<file path="config.mk">
export PLATFORM = sky130hd
export DESIGN_NAME = regfile_mp
export DESIGN_NICKNAME = d
export VERILOG_FILES = /design/src/rtl/regfile_pkg.sv /design/src/rtl/regfile_scoreboard.sv /design/src/rtl/regfile_mp.sv
export SDC_FILE = /design/constraint.sdc
export NUM_CORES = 2
export LEC_CHECK = 0
export BUFFER_PORTS_ARGS = -buffer_cell sky130_fd_sc_hd__buf_2
export CORE_MARGIN = 4
export CORE_UTILIZATION = 60
export DETAILED_ROUTE_END_ITERATION = 16
export GPL_ROUTABILITY_DRIVEN = 0
export PLACE_DENSITY = 0.79
export RECOVER_POWER = 25
export SLEW_MARGIN = 30
export SYNTH_ARGS = -nofsm -noshare
export SYNTH_HDL_FRONTEND = slang
export SYNTH_SLANG_ARGS = --single-unit
export TNS_END_PERCENT = 30
</file>
<file path="constraint.sdc">
create_clock -name clk -period 10 [get_ports clk]
set_input_delay 1.5 -clock clk [delete_from_list [all_inputs] [get_ports clk]]
set_output_delay 1.5 -clock clk [all_outputs]
set_load 0.01 [all_outputs]
</file>
<file path="src/rtl/regfile_pkg.sv">
// Shared constants for the multi-port register file: default geometry,
// ABI register indices and a helper for slicing packed per-port buses.
package regfile_pkg;

    localparam int XLEN_DEFAULT  = 32;
    localparam int NREGS_DEFAULT = 32;

    // ABI register names
    localparam int ZERO = 0;
    localparam int RA   = 1;
    localparam int SP   = 2;
    localparam int GP   = 3;
    localparam int TP   = 4;
    localparam int T0   = 5;
    localparam int T1   = 6;
    localparam int T2   = 7;
    localparam int S0   = 8;
    localparam int S1   = 9;
    localparam int A0   = 10;
    localparam int A1   = 11;
    localparam int A2   = 12;
    localparam int A3   = 13;
    localparam int A4   = 14;
    localparam int A5   = 15;
    localparam int A6   = 16;
    localparam int A7   = 17;
    localparam int S2   = 18;
    localparam int S3   = 19;
    localparam int S4   = 20;
    localparam int S5   = 21;
    localparam int S6   = 22;
    localparam int S7   = 23;
    localparam int S8   = 24;
    localparam int S9   = 25;
    localparam int S10  = 26;
    localparam int S11  = 27;
    localparam int T3   = 28;
    localparam int T4   = 29;
    localparam int T5   = 30;
    localparam int T6   = 31;

    // Low bit of port 'port' inside a packed bus of 'width'-bit fields.
    function automatic int unsigned slice_lo(input int unsigned port, input int unsigned width);
        return port * width;
    endfunction

endpackage

</file>
<file path="src/rtl/regfile_scoreboard.sv">
// Busy scoreboard for decode hazard stalls. Writes clear a register's busy
// bit, allocation sets it; when both hit the same register in one cycle the
// allocation wins since it names a newer producer. Bit 0 is never busy.
// Per-port rd_busy_o reports the next-state bit of the addressed register.
module regfile_scoreboard
    import regfile_pkg::*;
#(
    parameter int NREGS = 32,
    parameter int NRD   = 2,
    parameter int NWR   = 1,
    parameter int AW    = $clog2(NREGS)
) (
    input  logic              clk_i,
    input  logic              reset_i,
    input  logic [NRD-1:0]    rd_en_i,
    input  logic [NRD*AW-1:0] rd_addr_i,
    input  logic [NWR-1:0]    wr_en_i,
    input  logic [NWR*AW-1:0] wr_addr_i,
    input  logic              alloc_en_i,
    input  logic [AW-1:0]     alloc_addr_i,
    output logic [NREGS-1:0]  busy_vec_o,
    output logic [NRD-1:0]    rd_busy_o
);

    logic [NREGS-1:0] busy_q, busy_d;
    logic [NRD-1:0]   rd_busy_q, rd_busy_d;

    // Next-state busy vector: clears first, then the allocation set overrides.
    always_comb begin
        busy_d = busy_q;
        for (int j = 0; j < NWR; j++) begin
            if (wr_en_i[j]) begin
                busy_d[wr_addr_i[slice_lo(j, AW) +: AW]] = 1'b0;
            end
        end
        if (alloc_en_i) begin
            busy_d[alloc_addr_i] = 1'b1;
        end
        busy_d[0] = 1'b0;
    end

    // Per-port busy lookup on the next-state vector; held when the port is idle.
    always_comb begin
        rd_busy_d = rd_busy_q;
        for (int i = 0; i < NRD; i++) begin
            if (rd_en_i[i]) begin
                rd_busy_d[i] = busy_d[rd_addr_i[slice_lo(i, AW) +: AW]];
            end
        end
    end

    // Scoreboard and registered lookup state.
    always_ff @(posedge clk_i) begin
        if (reset_i) begin
            busy_q    <= '0;
            rd_busy_q <= '0;
        end else begin
            busy_q    <= busy_d;
            rd_busy_q <= rd_busy_d;
        end
    end

    assign busy_vec_o = busy_q;
    assign rd_busy_o  = rd_busy_q;

endmodule

</file>
<file path="src/rtl/regfile_mp.sv">
// Parametrised multi-port integer register file with registered reads,
// hardwired x0 and a busy scoreboard. Macro REGFILE_BYPASS_EN selects
// write-first forwarding on a same-cycle read/write match; without it the
// read returns the old value and rd_conflict flags the port so decode re-reads.
module regfile_mp
    import regfile_pkg::*;
#(
    parameter  int XLEN  = XLEN_DEFAULT,
    parameter  int NREGS = NREGS_DEFAULT,
    parameter  int NRD   = 2,
    parameter  int NWR   = 1,
    localparam int AW    = $clog2(NREGS)
) (
    input  logic                clk,
    input  logic                reset,
    input  logic [NRD-1:0]      rd_en,
    input  logic [NRD*AW-1:0]   rd_addr,
    output logic [NRD*XLEN-1:0] rd_data,
    output logic [NRD-1:0]      rd_valid,
    output logic [NRD-1:0]      rd_busy,
    input  logic [NWR-1:0]      wr_en,
    input  logic [NWR*AW-1:0]   wr_addr,
    input  logic [NWR*XLEN-1:0] wr_data,
    input  logic                alloc_en,
    input  logic [AW-1:0]       alloc_addr,
    output logic [NREGS-1:0]    busy_vec
`ifndef REGFILE_BYPASS_EN
    ,
    output logic [NRD-1:0]      rd_conflict
`endif
);

    logic [XLEN-1:0] regs_q    [NREGS];
    logic [AW-1:0]   rd_addr_a [NRD];
    logic [AW-1:0]   wr_addr_a [NWR];
    logic [XLEN-1:0] wr_data_a [NWR];
    logic [XLEN-1:0] rd_word   [NRD];
    logic [XLEN-1:0] rd_data_q [NRD];
    logic [XLEN-1:0] rd_data_d [NRD];
    logic [NRD-1:0]  rd_valid_q;
    logic [NRD-1:0]  hit;
`ifdef REGFILE_BYPASS_EN
    logic [XLEN-1:0] fwd       [NRD];
`else
    logic [NRD-1:0]  rd_conflict_q, rd_conflict_d;
`endif

    for (genvar i = 0; i < NRD; i++) begin : g_rd_ports
        assign rd_addr_a[i] = rd_addr[slice_lo(i, AW) +: AW];
        assign rd_data[slice_lo(i, XLEN) +: XLEN] = rd_data_q[i];
    end

    for (genvar j = 0; j < NWR; j++) begin : g_wr_ports
        assign wr_addr_a[j] = wr_addr[slice_lo(j, AW) +: AW];
        assign wr_data_a[j] = wr_data[slice_lo(j, XLEN) +: XLEN];
    end

    // Storage: later write ports override earlier ones on the same address.
    always_ff @(posedge clk) begin
        if (reset) begin
            for (int r = 0; r < NREGS; r++) begin
                regs_q[r] <= '0;
            end
        end else begin
            for (int j = 0; j < NWR; j++) begin
                if (wr_en[j] && (wr_addr_a[j] != '0)) begin
                    regs_q[wr_addr_a[j]] <= wr_data_a[j];
                end
            end
        end
    end

    // Read mux plus same-cycle write match detection per read port.
    always_comb begin
        hit = '0;
`ifndef REGFILE_BYPASS_EN
        rd_conflict_d = '0;
`endif
        for (int i = 0; i < NRD; i++) begin
            rd_word[i]   = (rd_addr_a[i] == '0) ? '0 : regs_q[rd_addr_a[i]];
            rd_data_d[i] = rd_data_q[i];
`ifdef REGFILE_BYPASS_EN
            fwd[i] = '0;
`endif
            for (int j = 0; j < NWR; j++) begin
                if (wr_en[j] && (wr_addr_a[j] == rd_addr_a[i]) && (rd_addr_a[i] != '0)) begin
                    hit[i] = 1'b1;
`ifdef REGFILE_BYPASS_EN
                    fwd[i] = wr_data_a[j];
`endif
                end
            end
`ifdef REGFILE_BYPASS_EN
            if (hit[i]) begin
                rd_word[i] = fwd[i];
            end
`else
            rd_conflict_d[i] = rd_en[i] & hit[i];
`endif
            if (rd_en[i]) begin
                rd_data_d[i] = rd_word[i];
            end
        end
    end

    // Registered read outputs; idle ports keep their last data.
    always_ff @(posedge clk) begin
        if (reset) begin
            for (int i = 0; i < NRD; i++) begin
                rd_data_q[i] <= '0;
            end
            rd_valid_q <= '0;
`ifndef REGFILE_BYPASS_EN
            rd_conflict_q <= '0;
`endif
        end else begin
            rd_data_q  <= rd_data_d;
            rd_valid_q <= rd_en;
`ifndef REGFILE_BYPASS_EN
            rd_conflict_q <= rd_conflict_d;
`endif
        end
    end

    assign rd_valid = rd_valid_q;
`ifndef REGFILE_BYPASS_EN
    assign rd_conflict = rd_conflict_q;
`endif

    regfile_scoreboard #(
        .NREGS (NREGS),
        .NRD   (NRD),
        .NWR   (NWR),
        .AW    (AW)
    ) u_scoreboard (
        .clk_i        (clk),
        .reset_i      (reset),
        .rd_en_i      (rd_en),
        .rd_addr_i    (rd_addr),
        .wr_en_i      (wr_en),
        .wr_addr_i    (wr_addr),
        .alloc_en_i   (alloc_en),
        .alloc_addr_i (alloc_addr),
        .busy_vec_o   (busy_vec),
        .rd_busy_o    (rd_busy)
    );

endmodule

</file>
==> impl_metrics.toml <==
[critical_path]
worst_ep_required_time_ns = 10.46
end_kind = "flop"
cpLargestDelayFamily = "buffers and inverters"
reg2reg_to = "rd_data[0]"
cpMaxStageDelayCell = "clkbuf_1"
r2r-start = "regs_q[31][0]"
r2r_cells = 6
path_cells = "clkbuf_1 -> inv_1 -> buf_4 -> nand2_1 -> nor2_1 -> nand2_1 -> clkbuf_1 -> nor2_4 -> buf_4 -> and2_1"
worstSetupPathType = "in -> reg"
path_buf_inv = 5
arrival_ns = 7.46
rrSetupSlack_ns = 7.61
worst-path-max-fanout = 45
critPathLaunchType = "input port"
cp_slowest_stage_delay_ns = 1.52

[die]
die_y_um = 320
core_area_um2 = 96600
ios = 160
initial_core_util_pct = 60.4
die_x_um = 320
die_area_um2 = 102000
num_rows = 114

[synthesis]
synthArstFlopShare_pct = 0
synth_cell_type_count = 53
ys_ff_latch = 1125
syn_inst = 3708
ys_seq_area_share_pct = 56.2
synth_area_um2 = 58300
synth-edff-count = 1024
synth-simple-area-share_pct = 12.7
synth_area_leaders = "edfxtp_1 (53%), mux4_2 (25%), and2_1 (11%)"
yosysWarnings = 0
synth_top_flop_cell = "edfxtp_1"
muxShareOfSynthArea_pct = 26.1
synth_top_family_by_area = "multiplexers"
synth-compound-area-share_pct = 1.81
synth.avg_cell_area_um2 = 15.7
yosys.area_share.adder_pct = 0
synthDominantCellAreaShare_pct = 52.7
synth-xor-area-share_pct = 0.150
yosysTopAreaCell = "edfxtp_1"

[finish]
instances_no_fill = 5105
drive_gt1_share_pct = 27.2
nFillCells = 6373
syn_to_final_growth_pct = 10.3
seq_area_um2 = 32800
multiInputGateArea_um2 = 24500
layout.nets = 3766

[drt]
drtPass1Iterations = 8
wirelength_um = 187000
avgViaCountPerCell = 7.35
drt-initial-drc-count = 6838
drcViolationCount = 0
antenna_left = 0
wl_per_cell_um = 36.7
num_vias = 37519

[timing]
max_slew_margin_pct = -179
max_freq_mhz = 143
period_share_pct = 70.0
skew_ns = 0.0279
rsz0062_at_grt = "false"
period_minus_slack_ns = 7.00
setup_violations = 0
tns_ns = 0
slew_viol_final = 344
report.final.hold_viol_count = 0
tightestPinTransition_ns = 4.19

[status]
violations = "max-capacitance violations, max-slew violations"
status = "finished with violations"

[cts]
cts_hold_buffers = 0
cts_sinks = 1125
numCtsBuffers = 115
clk_pin_slew_ns = 0.06
postCtsSetupRepairBufs = 0
htreeDepth = 3
cts_resized = 0
cts-root-buf = "clkbuf_16"
cts_buffer_depth = 3
clock_latency_ns = 0.73
cts_tree = "done"

[grt]
overflow = 0
grtUsageMet3_pct = 12.6
busiest_layer = "met2"
use_met2_pct = 53.8
grt_max_degree = 143
antenna_found_initial = 24
grt_usage_pct = 36.8
first_global_vias = 36916
grt_pass1_wl_um = 266000
met1_usage_pct = 51.2

[min_path]
hold_path_class = "reg -> reg"
hp-start = "u_scoreboard.busy_vec_o[5]"
whs_endpoint = "u_scoreboard.busy_vec_o[5]"
hold_depth = 2

[pwr]
p_leak_nw = 21.7
worst_ir_drop_vdd_mv = 0.160
p_per_area_nw_per_um2 = 176

[place]
dp_cells = 4863
io_buffers = 158
post-dp-hpwl_um = 105000

[run]
drv_cap = 10
==> worst min-delay path, cell delays in order (launching register included) <==
cell	delay [ns]
dfxtp_1	0.32
o21ai_2	0.06
a21oi_1	0.06
==> power breakdown <==
part | internal, mW | total, mW | switching, mW
registers | 5.39 | 5.55 | 0.153
logic | 0.582 | 1.32 | 0.737
clock network | 2.56 | 4.44 | 1.88
==> cells by family (layout without fill, tap and decap cells) <==
group	after synthesis	in the layout
AND/OR/NAND/NOR	1266	1266
flip-flops	1125	1125
multiplexers	714	714
buffers and inverters	406	473
AO/OA/AOI/OAI	186	186
XOR/XNOR	10	10
other	1	55
==> sequential cells by signal (all words and copies together), names as in the netlist <==
register                 flops
rd_valid                     2
u_scoreboard.busy_vec_o     31
u_scoreboard.rd_busy_o       2
regs_q                    1024
rd_conflict                  2
rd_data                     64
==> cell usage after synthesis (3+ instances only) <==
| cell | instances |
|---|---|
| or3b_1 | 4 |
| mux4_2 | 646 |
| buf_1 | 13 |
| dfxtp_1 | 101 |
| nor2_1 | 190 |
| and3_1 | 4 |
| nand2_1 | 26 |
| nor3b_1 | 3 |
| and2_1 | 996 |
| o21ai_0 | 38 |
| nand4_1 | 5 |
| nor4_1 | 3 |
| a31oi_1 | 3 |
| a21oi_1 | 93 |
| nand3_1 | 10 |
| nand3b_1 | 9 |
| xnor2_1 | 8 |
| buf_4 | 29 |
| edfxtp_1 | 1024 |
| buf_2 | 46 |
| o211ai_1 | 4 |
| and3b_1 | 3 |
| clkbuf_1 | 307 |
| nand2b_1 | 3 |
| o21a_1 | 18 |
| a22oi_1 | 5 |
| mux2i_1 | 67 |
| o21ai_1 | 9 |
| buf_6 | 7 |
==> final cells by class <==
cell class                      instances  share of cell area [%]
Sequential cell                      1125                    50.9
Clock inverter                         65                    1.11
Antenna cell                           22                  0.0856
Clock buffer                          151                    4.91
Tap cell                             1276                    2.48
Timing Repair Buffer                  253                    2.39
Multi-Input combinational cell       2209                    38.1
Inverter                                4                  0.0233
==> layer usage <==
metal | wire length [µm] | vias to the layer above
li1 | - | 14235
met1 | 63400 | 19067
met2 | 83700 | 3578
met3 | 30800 | 633
met4 | 9460 | 6
met5 | 56 | -
==> stage by stage <==
stage	hold WS, ns	total power, mW	setup WS, ns	area [µm²]	util [%]
after floorplan	0.501	6.44	4.85	58400	-
after global placement	0.473	6.88	4.72	60500	62.7
after detailed placement	0.481	6.92	4.79	60500	62.7
after CTS	0.494	11.3	5.49	64400	66.7
after global routing	0.509	11.6	2.76	64300	66.6
final	0.494	11.3	3.00	64300	66.6
==> cells in the final DEF (no fill, tap or decap), types with 12 or more instances in the layout <==
master,synthesis,final
edfxtp_1,1024,1024
and2_1,996,919
mux4_2,646,646
nor2_1,190,160
clkbuf_1,307,130
clkbuf_16,0,116
dfxtp_1,101,101
a21oi_1,93,93
buf_4,29,79
and2_0,1,78
mux2i_1,67,67
buf_2,46,48
conb_1,1,33
o21ai_4,0,31
nor2_4,0,30
nand2_1,26,26
diode_2,0,22
clkinv_2,0,20
clkinv_1,2,19
o21a_1,18,18
bufinv_16,0,13
clkbuf_8,0,12
==> how the worst max path moves through the flow <==
stage	from	to	slack [ns]	cells past startpoint
floorplan	reset	regs_q[15][0]	4.85	6
global placement	reset	regs_q[25][20]	4.72	9
detailed placement	reset	regs_q[14][17]	4.79	9
CTS	reset	regs_q[5][15]	5.49	9
global route	reset	regs_q[19][21]	2.76	8
finish	reset	regs_q[1][22]	3.00	10
Power figures use the tool's default switching activity.
